[src/rtl/exc_sequencer.sv]
// Commit-stage exception / ERET sequencer. It prioritises the exception sources and pulses the CP0 exception write port once.
// It then flushes the pipeline and redirects fetch to the exception vector or to EPC.
module exc_sequencer #(
  parameter logic [31:0] EXC_VECTOR   = 32'hBFC0_0380,
  parameter int          FLUSH_CYCLES = 2
) (
  input  logic        clk,
  input  logic        rst,
  input  logic        commit_valid,
  input  logic [31:0] commit_pc,
  input  logic        commit_bd,
  input  logic        exc_if_adel,
  input  logic        exc_ri,
  input  logic        exc_ov,
  input  logic        exc_sys,
  input  logic        exc_bp,
  input  logic        exc_mem_adel,
  input  logic        exc_mem_ades,
  input  logic [31:0] mem_badvaddr,
  input  logic        commit_eret,
  input  logic        allow_interrupt,
  input  logic [7:0]  interrupt_flag,
  input  logic [31:0] epc_address,
  output logic        exp_en,
  output logic        exp_badvaddr_en,
  output logic [31:0] exp_badvaddr,
  output logic        exp_bd,
  output logic [4:0]  exp_code,
  output logic [31:0] exp_epc,
  output logic        exl_clean,
  output logic        commit_kill,
  output logic        commit_stall,
  output logic        flush,
  output logic        redirect_valid,
  output logic [31:0] redirect_pc,
  input  logic        redirect_ready,
  output logic [1:0]  dbg_state
);

  typedef enum logic [1:0] {
    S_IDLE     = 2'd0,
    S_FLUSH    = 2'd1,
    S_REDIRECT = 2'd2
  } state_t;

  localparam int            CW         = $clog2(FLUSH_CYCLES + 1);
  localparam logic [CW-1:0] FLUSH_LOAD = CW'(FLUSH_CYCLES);

  state_t        state, state_nxt;
  logic [CW-1:0] flush_cnt;

  logic          irq;
  logic          exc_hit;
  logic [4:0]    exc_code_w;
  logic          badv_en_w;
  logic [31:0]   badv_w;
  logic          trigger;
  logic          take_eret;

  logic [4:0]    last_code;
  logic          last_bd;
  logic [31:0]   target_q;

  assign irq = allow_interrupt & (|interrupt_flag);

  // Fixed-priority encoder; the interrupt outranks every synchronous exception.
  always_comb begin
    exc_hit    = 1'b1;
    exc_code_w = 5'd0;
    badv_en_w  = 1'b0;
    badv_w     = 32'd0;
    if (irq) begin
      exc_code_w = 5'd0;
    end else if (exc_if_adel) begin
      exc_code_w = 5'd4;
      badv_en_w  = 1'b1;
      badv_w     = commit_pc;
    end else if (exc_ri) begin
      exc_code_w = 5'd10;
    end else if (exc_ov) begin
      exc_code_w = 5'd12;
    end else if (exc_sys) begin
      exc_code_w = 5'd8;
    end else if (exc_bp) begin
      exc_code_w = 5'd9;
    end else if (exc_mem_adel) begin
      exc_code_w = 5'd4;
      badv_en_w  = 1'b1;
      badv_w     = mem_badvaddr;
    end else if (exc_mem_ades) begin
      exc_code_w = 5'd5;
      badv_en_w  = 1'b1;
      badv_w     = mem_badvaddr;
    end else begin
      exc_hit = 1'b0;
    end
  end

  assign trigger   = ~rst & commit_valid & (state == S_IDLE) & (exc_hit | commit_eret);
  assign take_eret = trigger & ~exc_hit;

  // State register and flush down-counter.
  always_ff @(posedge clk) begin
    if (rst) begin
      state     <= S_IDLE;
      flush_cnt <= '0;
    end else begin
      state <= state_nxt;
      if (trigger)
        flush_cnt <= FLUSH_LOAD;
      else if (state == S_FLUSH && flush_cnt != '0)
        flush_cnt <= flush_cnt - 1'b1;
    end
  end

  // Redirect handshake: redirect_valid rises in REDIRECT and stays high with a
  // stable redirect_pc until the first cycle redirect_ready is seen high;
  // redirect_ready is ignored whenever redirect_valid is low.
  always_comb begin
    state_nxt = state;
    case (state)
      S_IDLE:     if (trigger) state_nxt = S_FLUSH;
      S_FLUSH:    if (flush_cnt == {{(CW-1){1'b0}}, 1'b1}) state_nxt = S_REDIRECT;
      S_REDIRECT: if (redirect_ready) state_nxt = S_IDLE;
      default:    state_nxt = S_IDLE;
    endcase
  end

  always_comb begin
    commit_kill    = trigger & ~take_eret;
    commit_stall   = (state != S_IDLE);
    flush          = (state == S_FLUSH);
    redirect_valid = (state == S_REDIRECT);
    redirect_pc    = target_q;
    dbg_state      = state;
  end

  // Capture the CP0 write payload at trigger; exp_en is a one-cycle pulse.
  always_ff @(posedge clk) begin
    if (rst) begin
      exp_en          <= 1'b0;
      exp_badvaddr_en <= 1'b0;
      exp_badvaddr    <= 32'd0;
      exp_bd          <= 1'b0;
      exp_code        <= 5'd0;
      exp_epc         <= 32'd0;
      exl_clean       <= 1'b0;
      target_q        <= 32'd0;
      last_code       <= 5'd0;
      last_bd         <= 1'b0;
    end else begin
      exp_en <= trigger;
      if (trigger) begin
        if (take_eret) begin
          exp_code        <= last_code;
          exp_bd          <= last_bd;
          exp_epc         <= epc_address;
          exp_badvaddr_en <= 1'b0;
          exl_clean       <= 1'b1;
          target_q        <= epc_address;
        end else begin
          exp_code        <= exc_code_w;
          exp_bd          <= commit_bd;
          exp_epc         <= commit_bd ? (commit_pc - 32'd4) : commit_pc;
          exp_badvaddr_en <= badv_en_w;
          exp_badvaddr    <= badv_w;
          exl_clean       <= 1'b0;
          target_q        <= EXC_VECTOR;
          last_code       <= exc_code_w;
          last_bd         <= commit_bd;
        end
      end
    end
  end

endmodule

[config.mk]
export PLATFORM = sky130hd
export DESIGN_NAME = exc_sequencer
export DESIGN_NICKNAME = d
export VERILOG_FILES = /design/src/rtl/exc_sequencer.sv
export SDC_FILE = /design/constraint.sdc
export NUM_CORES = 1
export LEC_CHECK = 0
export CAP_MARGIN = 40
export CORE_MARGIN = 3
export CORE_UTILIZATION = 39
export CTS_BUF_LIST = sky130_fd_sc_hd__clkbuf_8
export CTS_CLUSTER_SIZE = 20
export DETAILED_ROUTE_END_ITERATION = 8
export PLACE_DENSITY = 0.82
export SLEW_MARGIN = 5
export SYNTH_ARGS = -nofsm -noshare
export SYNTH_HDL_FRONTEND = slang
export SYNTH_SLANG_ARGS = --single-unit
[constraint.sdc]
create_clock -name clk -period 2.43 [get_ports clk]
set_input_delay 0.486 -clock clk [delete_from_list [all_inputs] [get_ports clk]]
set_output_delay 0.486 -clock clk [all_outputs]
set_load 0.1 [all_outputs]
==> impl_metrics.toml, run 1 <==
[status]
status = "finished clean"

[power_and_ir_drop]
total_power_mw = 4.413
p_leak_nw = 3.276
powerDensity_nw_per_um2 = 555.8
peakVddDrop_mv = 0.2626

[global_routing]
grt_use_total_pct = 26.99
grt_max_degree = 41
grt_pass1_wl_um = 30680
antenna_found_initial = 0
grt_pass1_vias = 5745
grt-ovfl-total = 0

[timing]
hold_viol_final = 0
fin_tns_setup_ns = 0
worst_clock_skew_ns = 0.007997
timing.final.crit_share_pct = 99.21
worst_slack_ns = 0.01912
period_needed_ns = 2.411
slew_viol_final = 0
finalSetupViolations = 0
holdWs_ns = 0.4564
max_clock_freq_ghz = 0.4148

[run]
drv_cap = 0

[floorplan]
fp-row-count = 40
ios = 229
fp.dieW_um = 118.7
initial_core_util_pct = 40.53
die_h_um = 118.7
dieArea_um2 = 14080
coreArea_um2 = 12210

[worst_hold_path]
hold_path_class = "reg -> reg"

[route]
met2_length_um = 9262
drtPass1Iterations = 6
wl_met3_um = 1715
drc = 0
avgViaCountPerCell = 5.542
drtAntennaViolNets = 0
drt_iter0_drc = 532
routedLengthMet1_um = 7968
vias = 5708
routed_wl_um = 19330
highest_layer = "met4"
wl_per_cell_um = 18.77

[cts]
clock_latency_ns = 0.37
ctsHtreeMaxLevel = 3
cts_tree = "yes"
clkTransAtPathRegs_ns = 0.10
clkSinkCount = 108
cts_made_buffers = 9
root_buffer = "clkbuf_8"
clockBufferDepth = 2

[finish]
fin_cells = 1030
final_cell_mix = "197 x buf_4, 106 x dfxtp_1, 105 x clkdlybuf4s50_1"
area_delta_synth_final_pct = 60.39
nets = 978
mostFrequentLayoutCell = "buf_4"
drive_gt1_share_pct = 28.89
diodes = 0

[synthesis]
ys_seq_area_share_pct = 43.68
synth_ff_type = "dfxtp_1"
syn-num-nets = 692
synthCells = 571
synth-edff-count = 0
syn_area_per_cell_um2 = 8.669
ys_async_sr_fraction_pct = 0
synth.distinct_cells = 56
ys_seq_elements = 108
synth.cell_area_um2 = 4950
ys.warnings.count = 0

[critical_path]
cp.required_ns = 1.94
critPathMaxStageDelay_ns = 0.54
endpoint_kind = "output port"
start_kind = "input pin"
slowest_stage = "or4_4"
critical_path_arrival_ns = 1.92
critPathMaxFanout = 3
worstPathCellList = "clkbuf_2 -> or4_4 -> o21a_4 -> o31ai_4 -> inv_2 -> buf_12"
setup.worst_path.class = "in -> out"

[placement]
gp_congestion = 0.9347
io_buffer_count = 227
place_ws_ns = -0.4523
dp_hpwl_um = 15250
place_inst = 1010
-- area by class of cell --
class | instances | area (um^2)
clock buffer | 10 | 137.6
clock inverter | 6 | 45.04
fill | 1028 | 4273
inverter | 11 | 41.29
multi-input combinational | 407 | 2614
sequential | 108 | 2165
tap | 168 | 210.2
timing repair buffer | 320 | 2726
-- metrics by stage --
stage	cell area (um^2)	utilization [%]
after floorplan	4966	-
after global placement	7726	63.27
after detailed placement	7726	63.27
after CTS	7940	65.02
after global routing	7939	65.01
final	7939	65.01
-- worst paths after layout --
check | startpoint | endpoint | slack (ns) | cells past startpoint
worst min-delay path | exl_clean | exl_clean | 0.46 | 2
worst max-delay path | interrupt_flag[4] | commit_kill | 0.02 | 6
worst min register to register | exl_clean | exl_clean | 0.46 | 2
worst max register to register | dbg_state[1] | exp_epc[5] | 0.42 | 7
-- cells in the mapped netlist, types with 2 or more instances --
cell type,instances,area [um^2]
nand4b_1,2,17.52
buf_2,14,70.07
nand3_1,41,205.2
nor2b_1,4,25.02
a221o_1,4,40.04
o22ai_1,8,50.05
a211oi_1,7,52.55
nor2_1,35,131.4
inv_2,2,7.510
o21ai_0,22,110.1
buf_4,3,22.52
a21oi_1,45,225.2
nand3b_1,4,30.03
xnor2_1,16,140.1
dfxtp_1,108,2162
a221oi_1,2,17.52
and2_1,3,18.77
a22oi_1,14,105.1
o31a_1,3,26.28
ha_1,3,37.54
a21o_1,3,22.52
or2_2,3,18.77
nor4_1,10,62.56
buf_1,3,11.26
nor3_1,16,80.08
or4_1,4,30.03
nand2_1,57,214.0
nand4_1,4,25.02
o21a_1,2,15.01
or3_1,5,31.28
a22o_1,51,446.7
nand2b_1,5,31.28
a311oi_1,2,17.52
mux2i_1,4,40.04
clkbuf_1,25,93.84
o31ai_1,2,15.01
xor2_1,9,78.83
inv_1,8,30.03
-- registers in the layout, summed over array words and instances, names as in the netlist --
name             flops
dbg_state            2
exp_badvaddr        32
exp_en               1
last_code            4
redirect_pc         32
exl_clean            1
exp_epc             32
flush_cnt            2
exp_badvaddr_en      1
last_bd              1
-- power by group --
| group | total (mW) | internal (mW) | switching, mW |
|---|---|---|---|
| Clock | 1.06 | 0.409 | 0.647 |
| Sequential | 1.90 | 1.85 | 0.0521 |
| Combinational | 1.45 | 0.472 | 0.979 |
| Total | 4.41 | 2.73 | 1.68 |
-- per-layer routing --
metal	GRT usage (%)	vias up
li1	-	2671
met1	34.25	2682
met2	45.36	317
met3	6.124	38
met4	8.834	0
met5	0	-
-- critical path, delay by kind of cell --
kind | cells | cell delay (ns)
AOI/OAI and AO/OA | 2 | 0.53
buffers and inverters | 3 | 0.37
and+or+nand+nor | 1 | 0.54
-- kinds of logic after synthesis --
group,Yosys count,synth area share (%)
AOI/OAI and AO/OA,175,25.33
xor gates and xnor gates,25,4.424
adders and majority gates,3,0.7584
buffers and inverters,56,4.828
DFF,108,43.68
muxes,4,0.8089
other,1,0.07576
and+or+nand+nor,199,20.10
-- what timing repair did --
item	4_1_cts	5_1_grt
pin swaps	6	4
hold buffers	0	0
setup endpoints to repair	4	4
gates resized for setup	25	8
setup buffers	3	1
Power figures use the tool's default switching activity.
==> inputs of run 2 (changes only) <==
Settings changed: SLEW_MARGIN 5 to 20.
==> results of run 2 <==
Same layout as run 1: the final DEF is identical, and so are final timing and power.
